--- src/rtl/bp_be_issue_buffer.sv ---
// Speculative issue buffer: in-order entries with separate write, dispatch (read) and commit pointers; define BP_BE_ISSUE_BUFFER_BYPASS_EN for same-cycle enq-to-issue bypass.
// Latency: one cycle enqueue-to-issue (zero with bypass); full/empty credits come from registered pointers only.
// Backpressure: enqueues are dropped while credits_full_o is high; space is only reclaimed on commit, so replay can re-issue.
module bp_be_issue_buffer #(
    parameter int els_p        = 8,
    parameter int data_width_p = 32
) (
    input  logic                    clk_i,
    input  logic                    reset_i,
    input  logic                    enq_v_i,
    input  logic [data_width_p-1:0] enq_data_i,
    input  logic                    deq_v_i,
    input  logic                    commit_v_i,
    input  logic                    roll_v_i,
    input  logic                    clr_v_i,
    output logic                    issue_v_o,
    output logic [data_width_p-1:0] issue_data_o,
    output logic                    credits_full_o,
    output logic                    credits_empty_o
);

    localparam int idx_w = $clog2(els_p);
    localparam int ptr_w = idx_w + 1;
    localparam logic [ptr_w-1:0] full_cnt = ptr_w'(els_p);

    logic [data_width_p-1:0] mem [els_p];

    logic [ptr_w-1:0] wptr_r, rptr_r, cptr_r;
    logic [ptr_w-1:0] wptr_n, rptr_n, cptr_n;
    logic [ptr_w-1:0] held;

    logic flush;
    logic enq_acc, deq_acc, commit_acc;
    logic stored_v;

    // Pointer MSB is the wrap bit: equal indices with differing wrap bits means full.
    assign held            = wptr_r - cptr_r;
    assign credits_full_o  = (held == full_cnt);
    assign credits_empty_o = (wptr_r == cptr_r);

    assign flush      = reset_i | clr_v_i;
    assign enq_acc    = enq_v_i & ~credits_full_o;
    assign stored_v   = (rptr_r != wptr_r);
    assign commit_acc = commit_v_i & (cptr_r != rptr_r);
    assign deq_acc    = deq_v_i & issue_v_o;

`ifdef BP_BE_ISSUE_BUFFER_BYPASS_EN
    always_comb begin
        issue_v_o    = stored_v | enq_acc;
        issue_data_o = stored_v ? mem[rptr_r[idx_w-1:0]] : enq_data_i;
    end
`else
    always_comb begin
        issue_v_o    = stored_v;
        issue_data_o = mem[rptr_r[idx_w-1:0]];
    end
`endif

    always_comb begin
        wptr_n = wptr_r;
        rptr_n = rptr_r;
        cptr_n = cptr_r;
        if (flush) begin
            wptr_n = '0;
            rptr_n = '0;
            cptr_n = '0;
        end else begin
            wptr_n = wptr_r + ptr_w'(enq_acc);
            cptr_n = cptr_r + ptr_w'(commit_acc);
            // Replay lands on where the commit pointer will be, including a same-cycle retire.
            if (roll_v_i)
                rptr_n = cptr_r + ptr_w'(commit_acc);
            else
                rptr_n = rptr_r + ptr_w'(deq_acc);
        end
    end

    always_ff @(posedge clk_i) begin
        if (reset_i) begin
            wptr_r <= '0;
            rptr_r <= '0;
            cptr_r <= '0;
        end else begin
            wptr_r <= wptr_n;
            rptr_r <= rptr_n;
            cptr_r <= cptr_n;
        end
    end

    always_ff @(posedge clk_i) begin
        if (enq_acc && !flush)
            mem[wptr_r[idx_w-1:0]] <= enq_data_i;
    end

endmodule

--- config.mk ---
export PLATFORM = sky130hd
export DESIGN_NAME = bp_be_issue_buffer
export DESIGN_NICKNAME = d
export VERILOG_FILES = /design/src/rtl/bp_be_issue_buffer.sv
export SDC_FILE = /design/constraint.sdc
export NUM_CORES = 1
export LEC_CHECK = 0
export ABC_AREA = 1
export BUFFER_PORTS_ARGS = -buffer_cell sky130_fd_sc_hd__buf_4
export CAP_MARGIN = 20
export CORE_ASPECT_RATIO = 0.6
export CORE_MARGIN = 3
export CORE_UTILIZATION = 55
export CTS_CLUSTER_SIZE = 40
export DETAILED_ROUTE_END_ITERATION = 8
export PLACE_DENSITY = 0.82
export SLEW_MARGIN = 20
export SYNTH_ARGS = -nofsm -noshare
export SYNTH_HDL_FRONTEND = slang
export SYNTH_SLANG_ARGS = --single-unit
--- constraint.sdc ---
create_clock -name clk_i -period 3.7 [get_ports clk_i]
set_clock_uncertainty 0.15 [all_clocks]
set_input_delay 0 -clock clk_i [delete_from_list [all_inputs] [get_ports clk_i]]
set_output_delay 0 -clock clk_i [all_outputs]
set_load 0.01 [all_outputs]
==> summary.md, run 1 <==
| Metric | Value |
|---|---|
| Sequential area share after synthesis | `72.55%` |
| Share of cells above drive strength 1 | `21.65%` |
| Num CTS Buffers | `24` |
| Multiplexer share of the synthesized area | `5.863%` |
| Crit path arrival time | `3.63 ns` |
| Min Tclk post-route | `3.373 ns` |
| CP required | `3.95 ns` |
| Syn Nets | `826` |
| Fmax | `0.2965 GHz` |
| Row count | `39` |
| Final period util | `91.16%` |
| Commonest non-fill, non-tap cell in the layout | `edfxtp_1` |
| Reg2Reg Capture Point | `rptr_r[0]` |
| CTS HTree Levels | `1` |
| Core area | `19270 µm²` |
| Synth cell types | `26` |
| Worst Hold Class | `primary input to flip-flop` |
| DIE AREA | `21650 µm²` |
| Avg Synthesized Cell Area | `14.04 µm²` |
| Largest family of logic cells by synthesized area | `simple AND/OR/NAND/NOR gates` |
| Cells after Synth | `778` |
| Lkg Pwr | `4.457 nW` |
| Number of port buffers | `73` |
| Pwr Density | `498.8 nW/µm²` |
| Via Count | `6683` |
| Crit-path cells | `inv_4, nand2_1, a21oi_1, a21boi_1, ha_1, o21ai_0, dlygate4sd3_1, a21oi_1, dlygate4sd3_1` |
| Vias in the first global route | `6717` |
| Worst-Margin Slew | `0.6712 ns` |
| First-pass iteration count of the detailed router | `5` |
| Final number of setup-violating endpoints | `0` |
| Global Route Usage Sum | `22.26%` |
| Setup TNS | `0 ns` |
| Footprint of the multi-input gates | `2658 µm²` |
| CTS root buffer | `clkbuf_16` |
| Most frequent cells in the layout | `edfxtp_1 (256), nand2_1 (116), buf_4 (90)` |
| FF-to-FF setup slack | `0.33 ns` |
| Drt drc | `0` |
| Synthesized-area fraction occupied by adder cells | `1.031%` |
| Maximum buffer depth of the clock tree | `3` |
| Drt wl/cell | `20.47 µm` |
| Skew-Pair Late Insertion Delay | `0.52 ns` |
| Max-Slew Margin vs Limit | `55.25%` |
| Post-synthesis simple-gate area fraction | `8.886%` |
| Initial antenna violation count | `0` |
| DP Wirelength | `14.51 mm` |
| Worst setup EP type | `flip-flop` |
| R2r worst-path depth | `9` |
| Die Wd | `188.0 µm` |
| Final slew viol count | `0` |
| Max incr delay on CP | `0.74 ns` |
| Maxcap violations | `0` |
| Worst Hold Endpoint | `rptr_r[2]` |
| Largest net degree at the start of global routing | `61` |
| Hold_ws | `0.09893 ns` |
| Seq cells post-synth | `268` |
| Sequential cell area | `7936 µm²` |
| # IOs | `74` |
| Status | `completed` |
| Worst path slowest cell | `dfxtp_4` |
| First-pass GRT wire length | `37.25 mm` |
| Total grt overflow | `0` |
| Worst Hold Launch | `roll_v_i` |
| Final Hold Vio Count | `0` |
| Filler instances | `1264` |
| Syn Std Cell Area | `10930 µm²` |
| DIE HEIGHT | `115.2 µm` |
| Routed WL | `24.07 mm` |
| Placer Congestion | `0.8755` |
| Ys Warns | `0` |
| Number of DRC markers in iteration 0 | `629` |
| Synthesis-to-finish area growth | `19.13%` |
| Critical path class | `flip-flop to flip-flop` |
| XOR/XNOR Fraction of Synth Area | `0.8016%` |
| Clk slew on worst S/H paths | `0.07 ns` |
| DRT antenna net count | `0` |
| N_diodes | `0` |
| CTS tree | `built` |
| Compound-Gate Fraction of Synth Area | `7.191%` |
| Clock sink count | `268` |
| RSZ-0062 raised after global routing | `false` |
| Crit path max fanout | `41` |
| Max IR drop VDD | `416.3 µV` |
| Hold Path Stages | `3` |
| Initial Utilization | `56.69%` |
| CP Launch Type | `flip-flop` |
| Final nets | `940` |
| Vias/cell | `5.683` |
| Crit Reg-Reg Startpoint | `rptr_r[0]` |
[timing repair]
item / in CTS / in global routing
hold buffers: 40 / 0
hold endpoints to repair: 268 / 0
buffers inserted: 0 / 0
gates resized for setup: 0 / 0
[area by class of cell]
cell class	count	share of cell area, %
clock inverter	18	1.913
sequential	268	60.97
timing repair buffer	132	8.574
multi-input combinational	441	20.42
clock buffer	26	4.835
tap	266	2.557
inverter	25	0.7401
[state kept, by name (all words and copies together) (netlist names)]
signal,count
cptr_r,4
rptr_r,4
mem,256
wptr_r,4
[metrics by stage]
| stage | std cells | worst slack (ns) | utilization, % | total power [mW] | cell area [µm²] |
|---|---|---|---|---|---|
| after floorplan | 778 | 0.4990 | - | 3.615 | 10930 |
| after global placement | 1092 | 0.9108 | 60.90 | 3.772 | 11740 |
| after detailed placement | 1092 | 0.7195 | 60.90 | 3.781 | 11740 |
| after CTS | 1176 | 0.4246 | 67.54 | 6.512 | 13020 |
| after global routing | 1176 | 0.1452 | 67.54 | 6.680 | 13020 |
| final | 1176 | 0.3270 | 67.54 | 6.493 | 13020 |
[how the worst max path moves through the flow]
stage	startpoint	end	slack (ns)	cells past startpoint
5_1_grt	rptr_r[0]	rptr_r[0]	0.15	9
2_1_floorplan	wptr_r[0]	mem[0][0]	0.50	9
4_1_cts	rptr_r[0]	rptr_r[0]	0.42	9
3_5_place_dp	wptr_r[0]	mem[0][26]	0.72	10
3_3_place_gp	wptr_r[0]	mem[0][26]	0.91	10
6_report	rptr_r[0]	rptr_r[0]	0.33	9
[kinds of logic (layout without fill, tap and decap cells)]
kind of cell	Yosys count	in the layout
DFF	268	268
AOI/OAI and AO/OA	140	140
adders and majority gates	9	9
buffers and inverters	69	201
and+or+nand+nor	218	218
xor gates and xnor gates	10	10
muxes	64	64
[critical path: cells and delay by family, from the launching register on]
family / cells / cell delay [ns]
AOI/OAI and AO/OA: 4 / 0.47
buffers and inverters: 3 / 1.48
DFF: 1 / 0.74
and+or+nand+nor: 1 / 0.15
adders and majority gates: 1 / 0.25
[report_power, final]
group	internal (mW)	switching (mW)	total [mW]
clock network	1.65	1.09	2.74
logic	0.166	0.227	0.393
registers	3.34	0.0246	3.36
[synthesized netlist by cell type]
| cell | number | area share [%] |
|---|---|---|
| buf_2 | 13 | 0.60 |
| buf_1 | 4 | 0.14 |
| xor2_1 | 6 | 0.48 |
| nor2_2 | 50 | 2.9 |
| o21a_1 | 1 | 0.069 |
| xnor2_1 | 4 | 0.32 |
| inv_4 | 1 | 0.057 |
| buf_8 | 6 | 0.82 |
| nand3_2 | 1 | 0.092 |
| inv_1 | 23 | 0.79 |
| nand2_1 | 116 | 4.0 |
| a21oi_1 | 6 | 0.27 |
| edfxtp_1 | 256 | 70 |
| nor3_1 | 2 | 0.092 |
| nand3_1 | 15 | 0.69 |
| o21ai_0 | 68 | 3.1 |
| buf_6 | 6 | 0.62 |
| o22ai_1 | 64 | 3.7 |
| buf_4 | 3 | 0.21 |
| nor2_1 | 34 | 1.2 |
| dfxtp_1 | 12 | 2.2 |
| inv_2 | 1 | 0.034 |
| clkbuf_1 | 12 | 0.41 |
| mux2i_1 | 64 | 5.9 |
| a21boi_1 | 1 | 0.069 |
| ha_1 | 9 | 1.0 |
[metal layers]
layer	share of wire [%]	track usage, %	up-vias
li1	-	-	3083
met1	42	31.37	3273
met2	48	37.02	282
met3	7.5	3.656	45
met4	2.2	5.644	0
met5	0	0	-
Note: power is estimated with default switching activity, not from simulation.
==> run 2: changes to the inputs <==
--- a/config.mk
+++ b/config.mk
@@ -10,3 +10,3 @@
 export CAP_MARGIN = 20
-export CORE_ASPECT_RATIO = 0.6
+export CORE_ASPECT_RATIO = 1.4
 export CORE_MARGIN = 3
==> constraint.sdc (replaced) <==
create_clock -name clk_i -period 3.7 [get_ports clk_i]
set_clock_uncertainty 0.15 [all_clocks]
set_input_delay 0.555 -clock clk_i [delete_from_list [all_inputs] [get_ports clk_i]]
set_output_delay 0.555 -clock clk_i [all_outputs]
set_load 0.01 [all_outputs]
==> run 2 against run 1 <==
Compared with the run above: first-iteration DRC count fell by 15%; sequential cell count unchanged; cell count shrank 5.9%; largest cell class unchanged; register-to-register slack improved by 0.46 ns; utilization is 3.4 points lower; routed wire length shrank 11%; total power decreased by 7.1%; sequential power barely moved.
==> summary.md, run 2 (synthesized netlist as in run 1, its figures left out) <==
| Metric | Value |
|---|---|
| Status | `completed (unchanged)` |
| Total grt overflow | `0 (unchanged)` |
| Final nets | `894 (was 940)` |
| Vias in the first global route | `6631 (was 6717)` |
| Setup TNS | `0 ns (unchanged)` |
| Commonest non-fill, non-tap cell in the layout | `edfxtp_1 (unchanged)` |
| Final Hold Vio Count | `0 (unchanged)` |
| CTS tree | `built (unchanged)` |
| Max FFs per register | `256 (unchanged)` |
| Final slew viol count | `0 (unchanged)` |
| Util after Layout | `64.15% (was 67.54%)` |
| Footprint of the multi-input gates | `2658 µm² (unchanged)` |
| Hold_ws | `0.1354 ns (was 0.09893 ns)` |
| Placer Congestion | `0.8264 (was 0.8755)` |
| CTS root buffer | `clkbuf_16 (unchanged)` |
| Grt met2 use | `35.68% (was 37.02%)` |
| Lkg Pwr | `4.194 nW (was 4.457 nW)` |
| Max IR drop VDD | `395.4 µV (was 416.3 µV)` |
| Maximum buffer depth of the clock tree | `3 (unchanged)` |
| Num CTS Buffers | `23 (was 24)` |
| Worst path slowest cell | `buf_12 (was dfxtp_4)` |
| DIE HEIGHT | `172.8 µm (was 115.2 µm)` |
| Row count | `60 (was 39)` |
| Maxcap violations | `0 (unchanged)` |
| Crit-path cells | `buf_12, o21ai_0, o22ai_1, nand2_1, nand2_1, buf_4 (was inv_4, nand2_1, a21oi_1, a21boi_1, ha_1, o21ai_0, dlygate4sd3_1, a21oi_1, dlygate4sd3_1)` |
| N_diodes | `0 (unchanged)` |
| First-pass GRT wire length | `33.87 mm (was 37.25 mm)` |
| Final period util | `80.23% (was 91.16%)` |
| Final number of setup-violating endpoints | `0 (unchanged)` |
| Max-Slew Margin vs Limit | `48.46% (was 55.25%)` |
| Pwr Density | `485.6 nW/µm² (was 498.8 nW/µm²)` |
| Sequential cell area | `7935 µm² (was 7936 µm²)` |
| Dpl cells | `1069 (was 1092)` |
| Critical path class | `flip-flop to output port (was flip-flop to flip-flop)` |
| RSZ-0062 raised after global routing | `false (unchanged)` |
| Power, Total | `6.034 mW (was 6.493 mW)` |
| Most common cell on crit path | `nand2_1` |
| Initial antenna violation count | `0 (unchanged)` |
| Via Count | `6427 (was 6683)` |
| Most Crowded Layer GR | `met2 (unchanged)` |
| CTS resizes | `0 (unchanged)` |
| Global Route Usage Sum | `19.48% (was 22.26%)` |
| Drt drc | `0 (unchanged)` |
| Most frequent cells in the layout | `edfxtp_1 (256), nand2_1 (116), buf_4 (83) (was edfxtp_1 (256), nand2_1 (116), buf_4 (90))` |
| First-pass iteration count of the detailed router | `5 (unchanged)` |
| Crit path arrival time | `2.26 ns (was 3.63 ns)` |
| Number of port buffers | `73 (unchanged)` |
| Min Tclk post-route | `2.969 ns (was 3.373 ns)` |
| DIE AREA | `21620 µm² (was 21650 µm²)` |
| Core area | `19370 µm² (was 19270 µm²)` |
| DP Wirelength | `11.89 mm (was 14.51 mm)` |
| CP required | `2.99 ns (was 3.95 ns)` |
| Initial Utilization | `56.41% (was 56.69%)` |
| Hold buffer count at cts | `0 (was 40)` |
| Worst-Margin Slew | `0.7730 ns (was 0.6712 ns)` |
| # IOs | `74 (unchanged)` |
| Cell Count, Final, Fillers Out | `1107 (was 1176)` |
| Fmax | `0.3369 GHz (was 0.2965 GHz)` |
| Post-CTS setup buffers | `0 (unchanged)` |
| Skew-Pair Late Insertion Delay | `0.50 ns (was 0.52 ns)` |
| Drt wl/cell | `19.31 µm (was 20.47 µm)` |
| Share of cells above drive strength 1 | `21.07% (was 21.65%)` |
| Crit path max fanout | `131 (was 41)` |
| Met3 usage | `2.472% (was 3.656%)` |
| Max incr delay on CP | `0.46 ns (was 0.74 ns)` |
| Filler instances | `1334 (was 1264)` |
| Clk slew on worst S/H paths | `0.07 ns (about the same)` |
| Clock sink count | `268 (unchanged)` |
| Routed WL | `21.37 mm (was 24.07 mm)` |
| Worst setup EP type | `output port (was flip-flop)` |
| Largest net degree at the start of global routing | `132 (was 61)` |
| M1 GR Usage | `23.13% (was 31.37%)` |
| CTS HTree Levels | `1 (unchanged)` |
| Die Wd | `125.1 µm (was 188.0 µm)` |
| Number of DRC markers in iteration 0 | `536 (was 629)` |
| Worst Hold Class | `primary input to flip-flop (unchanged)` |
| DRT antenna net count | `0 (unchanged)` |
| Vias/cell | `5.806 (was 5.683)` |
| CP Launch Type | `flip-flop (unchanged)` |
| Synthesis-to-finish area growth | `13.72% (was 19.13%)` |
[run 2: routing by layer]
metal | part of all wire, % | vias up | wire length [µm]
li1 | - | 2991 | -
met1 | 38 | 3171 | 8036
met2 | 55 | 210 | 11760
met3 | 4.6 | 55 | 985
met4 | 2.7 | 0 | 586
met5 | 0 | - | 0
[run 2: worst max-delay path, delay by kind of cell, from the launching register on]
kind	cells	cell delay, ns
AO/OA/AOI/OAI	2	0.44
buffers and inverters	2	0.60
flip-flops	1	0.38
AND/OR/NAND/NOR	2	0.21
[run 2: final timing paths]
check	from	to	slack (ns)	cells after the start
max	rptr_r[0]	issue_data_o[28]	0.73	6
min	enq_data_i[20]	mem[0][20]	0.14	1
max reg2reg	wptr_r[0]	mem[3][16]	0.79	10
min reg2reg	wptr_r[3]	wptr_r[3]	0.43	2
[run 2: per-stage QoR]
stage / cell area [µm²] / setup slack (ns)
2_1_floorplan: 10930 / 0.4990
3_3_place_gp: 11700 / 0.9089
3_5_place_dp: 11700 / 0.8150
4_1_cts: 12430 / 0.7215
5_1_grt: 12430 / 0.6041
6_report: 12430 / 0.7313
[run 2: layout make-up]
class                           count  share of cell area [%]
Timing Repair Buffer               87                   5.659
Tap cell                          248                   2.497
Multi-Input combinational cell    441                   21.39
Sequential cell                   268                   63.86
Clock inverter                     11                   1.067
Clock buffer                       27                   4.753
Inverter                           25                  0.7753
[run 2: power breakdown]
group          internal, mW  total, mW  switching [mW]
sequential             3.34       3.35          0.0111
clock                  1.35       2.33           0.982
combinational         0.141      0.359           0.218
total                  4.82       6.03            1.21
==> run 3: changes to the inputs <==
Settings changed: ABC_AREA 1 to 0, CORE_UTILIZATION 55 to 54, PLACE_DENSITY 0.82 to 0.83.
Clock period 3.7 ns to 2.7 ns, I/O delays scaled along.
==> run 3 against run 2 <==
Compared with the run above: the flow now finishes with violations (setup timing); cell count is 19% lower; critical path depth stayed put; synthesized cell count is 41% lower; via count is 14% lower; clock power is 53% higher; first-iteration DRC count is 6.9% lower; sequential cell count stayed put; routed wire length is 18% higher; critical endpoint is now issue_data_o[22].
==> summary.md, run 3 <==
| Metric | Value |
|---|---|
| R2r worst-path depth | `8 (was 10)` |
| Die Wd | `123.2 µm (was 125.1 µm)` |
| Failing checks | `setup timing` |
| Max IR drop VDD | `607.1 µV (was 395.4 µV)` |
| CTS tree | `built (unchanged)` |
| Num CTS Buffers | `25 (was 23)` |
| Number of DRC markers in iteration 0 | `499 (was 536)` |
| Max FFs per register | `256 (unchanged)` |
| Number of port buffers | `73 (unchanged)` |
| Final number of setup-violating endpoints | `17 (was 0)` |
| First-pass iteration count of the detailed router | `4 (was 5)` |
| Initial Utilization | `55.37% (was 56.41%)` |
| Lkg Pwr | `4.508 nW (was 4.194 nW)` |
| Avg Synthesized Cell Area | `22.47 µm² (was 14.04 µm²)` |
| Crit path max fanout | `5 (was 131)` |
| Worst path slowest cell | `mux4_2 (was buf_12)` |
| Post-route cell area | `13380 µm² (was 12430 µm²)` |
| Synthesis-to-finish area growth | `28.89% (was 13.72%)` |
| DIE AREA | `20950 µm² (was 21620 µm²)` |
| Crit-path cells | `buf_12, buf_8, buf_16, mux4_2, mux2_4, buf_6 (was buf_12, o21ai_0, o22ai_1, nand2_1, nand2_1, buf_4)` |
| Worst setup EP type | `output port (unchanged)` |
| Hold Path Stages | `4 (was 1)` |
| Global Route Usage Sum | `24.73% (was 19.48%)` |
| Post-synth EDFFs | `256 (unchanged)` |
| Top cells by area, synth | `edfxtp_1 (74%), mux4_2 (14%), mux2_2 (3.5%) (was edfxtp_1 (70%), mux2i_1 (5.9%), nand2_1 (4.0%))` |
| Async SR Flop Fraction | `0% (unchanged)` |
| CP Launch Type | `flip-flop (unchanged)` |
| Total grt overflow | `0 (unchanged)` |
| Skew-Pair Late Insertion Delay | `0.52 ns (was 0.50 ns)` |
| Largest net degree at the start of global routing | `29 (was 132)` |
| Via Count | `5499 (was 6427)` |
| Clk slew on worst S/H paths | `0.06 ns (was 0.07 ns)` |
| Row count | `59 (was 60)` |
| Post-synth top area share | `74.04% (was 70.35%)` |
| Reg2Reg Capture Point | `mem[7][21] (was mem[3][16])` |
| Drt drc | `0 (unchanged)` |
| Status | `complete, but fails checks (was completed)` |
| Worst Setup Slack, final | `-0.07123 ns (was 0.7313 ns)` |
| Final slew viol count | `0 (unchanged)` |
| Cells after Synth | `462 (was 778)` |
| Vias in the first global route | `5900 (was 6631)` |
| Syn Std Cell Area | `10380 µm² (was 10930 µm²)` |
| Final period util | `102.6%` |
| Routed WL | `25.17 mm (was 21.37 mm)` |
| Initial antenna violation count | `0 (unchanged)` |
| Top-count cell post-synth | `edfxtp_1 (unchanged)` |
| Most frequent cells in the layout | `edfxtp_1 (256), buf_4 (75), mux4_2 (64) (was edfxtp_1 (256), nand2_1 (116), buf_4 (83))` |
| Vias/cell | `6.137 (was 5.806)` |
| CTS HTree Levels | `1 (unchanged)` |
| Worst Hold Launch | `reset_i (was enq_data_i[20])` |
| Drt wl/cell | `28.09 µm (was 19.31 µm)` |
| Clock sink count | `268 (unchanged)` |
| Commonest non-fill, non-tap cell in the layout | `edfxtp_1 (unchanged)` |
| Placer Congestion | `0.8175 (was 0.8264)` |
| Most area-hungry cell type in the Yosys netlist | `edfxtp_1 (unchanged)` |
| Sequential area share after synthesis | `76.36% (was 72.55%)` |
| Synth cell types | `29 (was 26)` |
| Filler instances | `1051 (was 1334)` |
| Ys Warns | `0 (unchanged)` |
| Worst Hold Endpoint | `rptr_r[1] (was mem[0][20])` |
| Critical path class | `flip-flop to output port (unchanged)` |
| Max-Slew Margin vs Limit | `54.73% (was 48.46%)` |
| Crit path arrival time | `2.22 ns (was 2.26 ns)` |
| Syn Nets | `510 (was 826)` |
| Util after Layout | `71.37% (was 64.15%)` |
| Final nets | `681 (was 894)` |
| Pwr Density | `644.3 nW/µm² (was 485.6 nW/µm²)` |
| Worst Hold Class | `primary input to flip-flop (unchanged)` |
| CTS root buffer | `clkbuf_16 (unchanged)` |
| Worst-Margin Slew | `0.6774 ns (was 0.7730 ns)` |
| Maxcap violations | `0 (unchanged)` |
| Maximum buffer depth of the clock tree | `3 (unchanged)` |
| N_diodes | `0 (unchanged)` |
| DIE HEIGHT | `170.1 µm (was 172.8 µm)` |
| Fmax | `0.3609 GHz` |
| Synth cell count leaders | `edfxtp_1 (256), mux4_2 (64), mux2_2 (32) (was edfxtp_1 (256), nand2_1 (116), o21ai_0 (68))` |
| Setup TNS | `-0.4931 ns (was 0 ns)` |
| # IOs | `74 (unchanged)` |
| DRT antenna net count | `0 (unchanged)` |
| Crit Reg-Reg Startpoint | `wptr_r[1] (was wptr_r[0])` |
| DP Wirelength | `12.33 mm (was 11.89 mm)` |
| RSZ-0062 raised after global routing | `true (was false)` |
| Core area | `18750 µm² (was 19370 µm²)` |
| Synth Flop Type | `edfxtp_1 (unchanged)` |
| Min Tclk post-route | `2.771 ns` |
| Hold_ws | `0.1762 ns (was 0.1354 ns)` |
| Placed cell areas | `11630 µm² (was 11700 µm²)` |
| FF-to-FF setup slack | `0.12 ns (was 0.79 ns)` |
| CP required | `2.14 ns (was 2.99 ns)` |
| Max incr delay on CP | `0.53 ns (was 0.46 ns)` |
| First-pass GRT wire length | `37.38 mm (was 33.87 mm)` |
| Share of cells above drive strength 1 | `42.94% (was 21.07%)` |
| Seq cells post-synth | `268 (unchanged)` |
| Final Hold Vio Count | `0 (unchanged)` |
| Dpl ws | `-0.2248 ns (was 0.8150 ns)` |
==> run 3: cells by family after synthesis <==
family,after synthesis,synth area share [%]
muxes,98,17.55
DFF,268,76.36
xor gates and xnor gates,16,1.350
and+or+nand+nor,40,1.977
adders and majority gates,9,1.085
buffers and inverters,25,1.000
AOI/OAI and AO/OA,6,0.6869
==> run 3: final cells by class <==
class	count	area, µm²	share of cell area, %
Sequential cell	268	7941	59.35
Timing Repair Buffer	163	1683	12.58
Clock buffer	31	648.1	4.843
Multi-Input combinational cell	171	2613	19.52
Inverter	4	15.01	0.1122
Tap cell	244	305.3	2.281
Clock inverter	15	176.4	1.318
==> run 3: worst max-delay path, delay by kind of cell (launching register included) <==
kind                   cells  cell delay (ns)
flip-flops                 1             0.37
multiplexers               2             0.82
buffers and inverters      4             0.50
==> run 3: stage by stage <==
step / std cells / power (mW)
6_report: 896 / 8.621
5_1_grt: 896 / 8.839
4_1_cts: 897 / 8.624
3_5_place_dp: 790 / 5.016
3_3_place_gp: 790 / 5.000
2_1_floorplan: 462 / 4.830
==> run 3: worst max path at each step <==
stage | startpoint | endpoint | slack, ns | depth (start not counted)
after floorplan | cptr_r[1] | mem[1][0] | -0.21 | 6
after global placement | wptr_r[1] | mem[5][19] | -0.14 | 6
after detailed placement | wptr_r[1] | mem[5][17] | -0.22 | 6
after CTS | rptr_r[0] | issue_data_o[11] | -0.11 | 6
after global routing | rptr_r[0] | issue_data_o[23] | -0.12 | 6
final | rptr_r[0] | issue_data_o[22] | -0.07 | 6
==> run 3: repair_timing <==
| action | CTS | global route |
|---|---|---|
| gates cloned | 9 | 0 |
| hold buffers | 33 | 0 |
| setup buffers | 19 | 3 |
| endpoints found under the setup margin | 239 | 77 |
| pin swaps | 9 | 1 |
| gates resized for setup | 66 | 16 |
| hold endpoints to repair | 258 | 0 |
==> run 3: power breakdown <==
part / internal [mW] / total (mW) / switching, mW
Clock: 2.09 / 3.57 / 1.48
Combinational: 0.258 / 0.471 / 0.213
Sequential: 4.57 / 4.58 / 0.0123
==> run 3: routing by layer <==
layer / vias up / part of all wire, % / GRT usage (%) / routed length (µm)
met4: 0 / 3.9 / 10.36 / 971
met3: 68 / 7.8 / 4.920 / 1967
met1: 2863 / 37 / 33.40 / 9286
li1: 2266 / - / - / -
met5: - / 0 / 0 / 0
met2: 302 / 51 / 39.80 / 12940
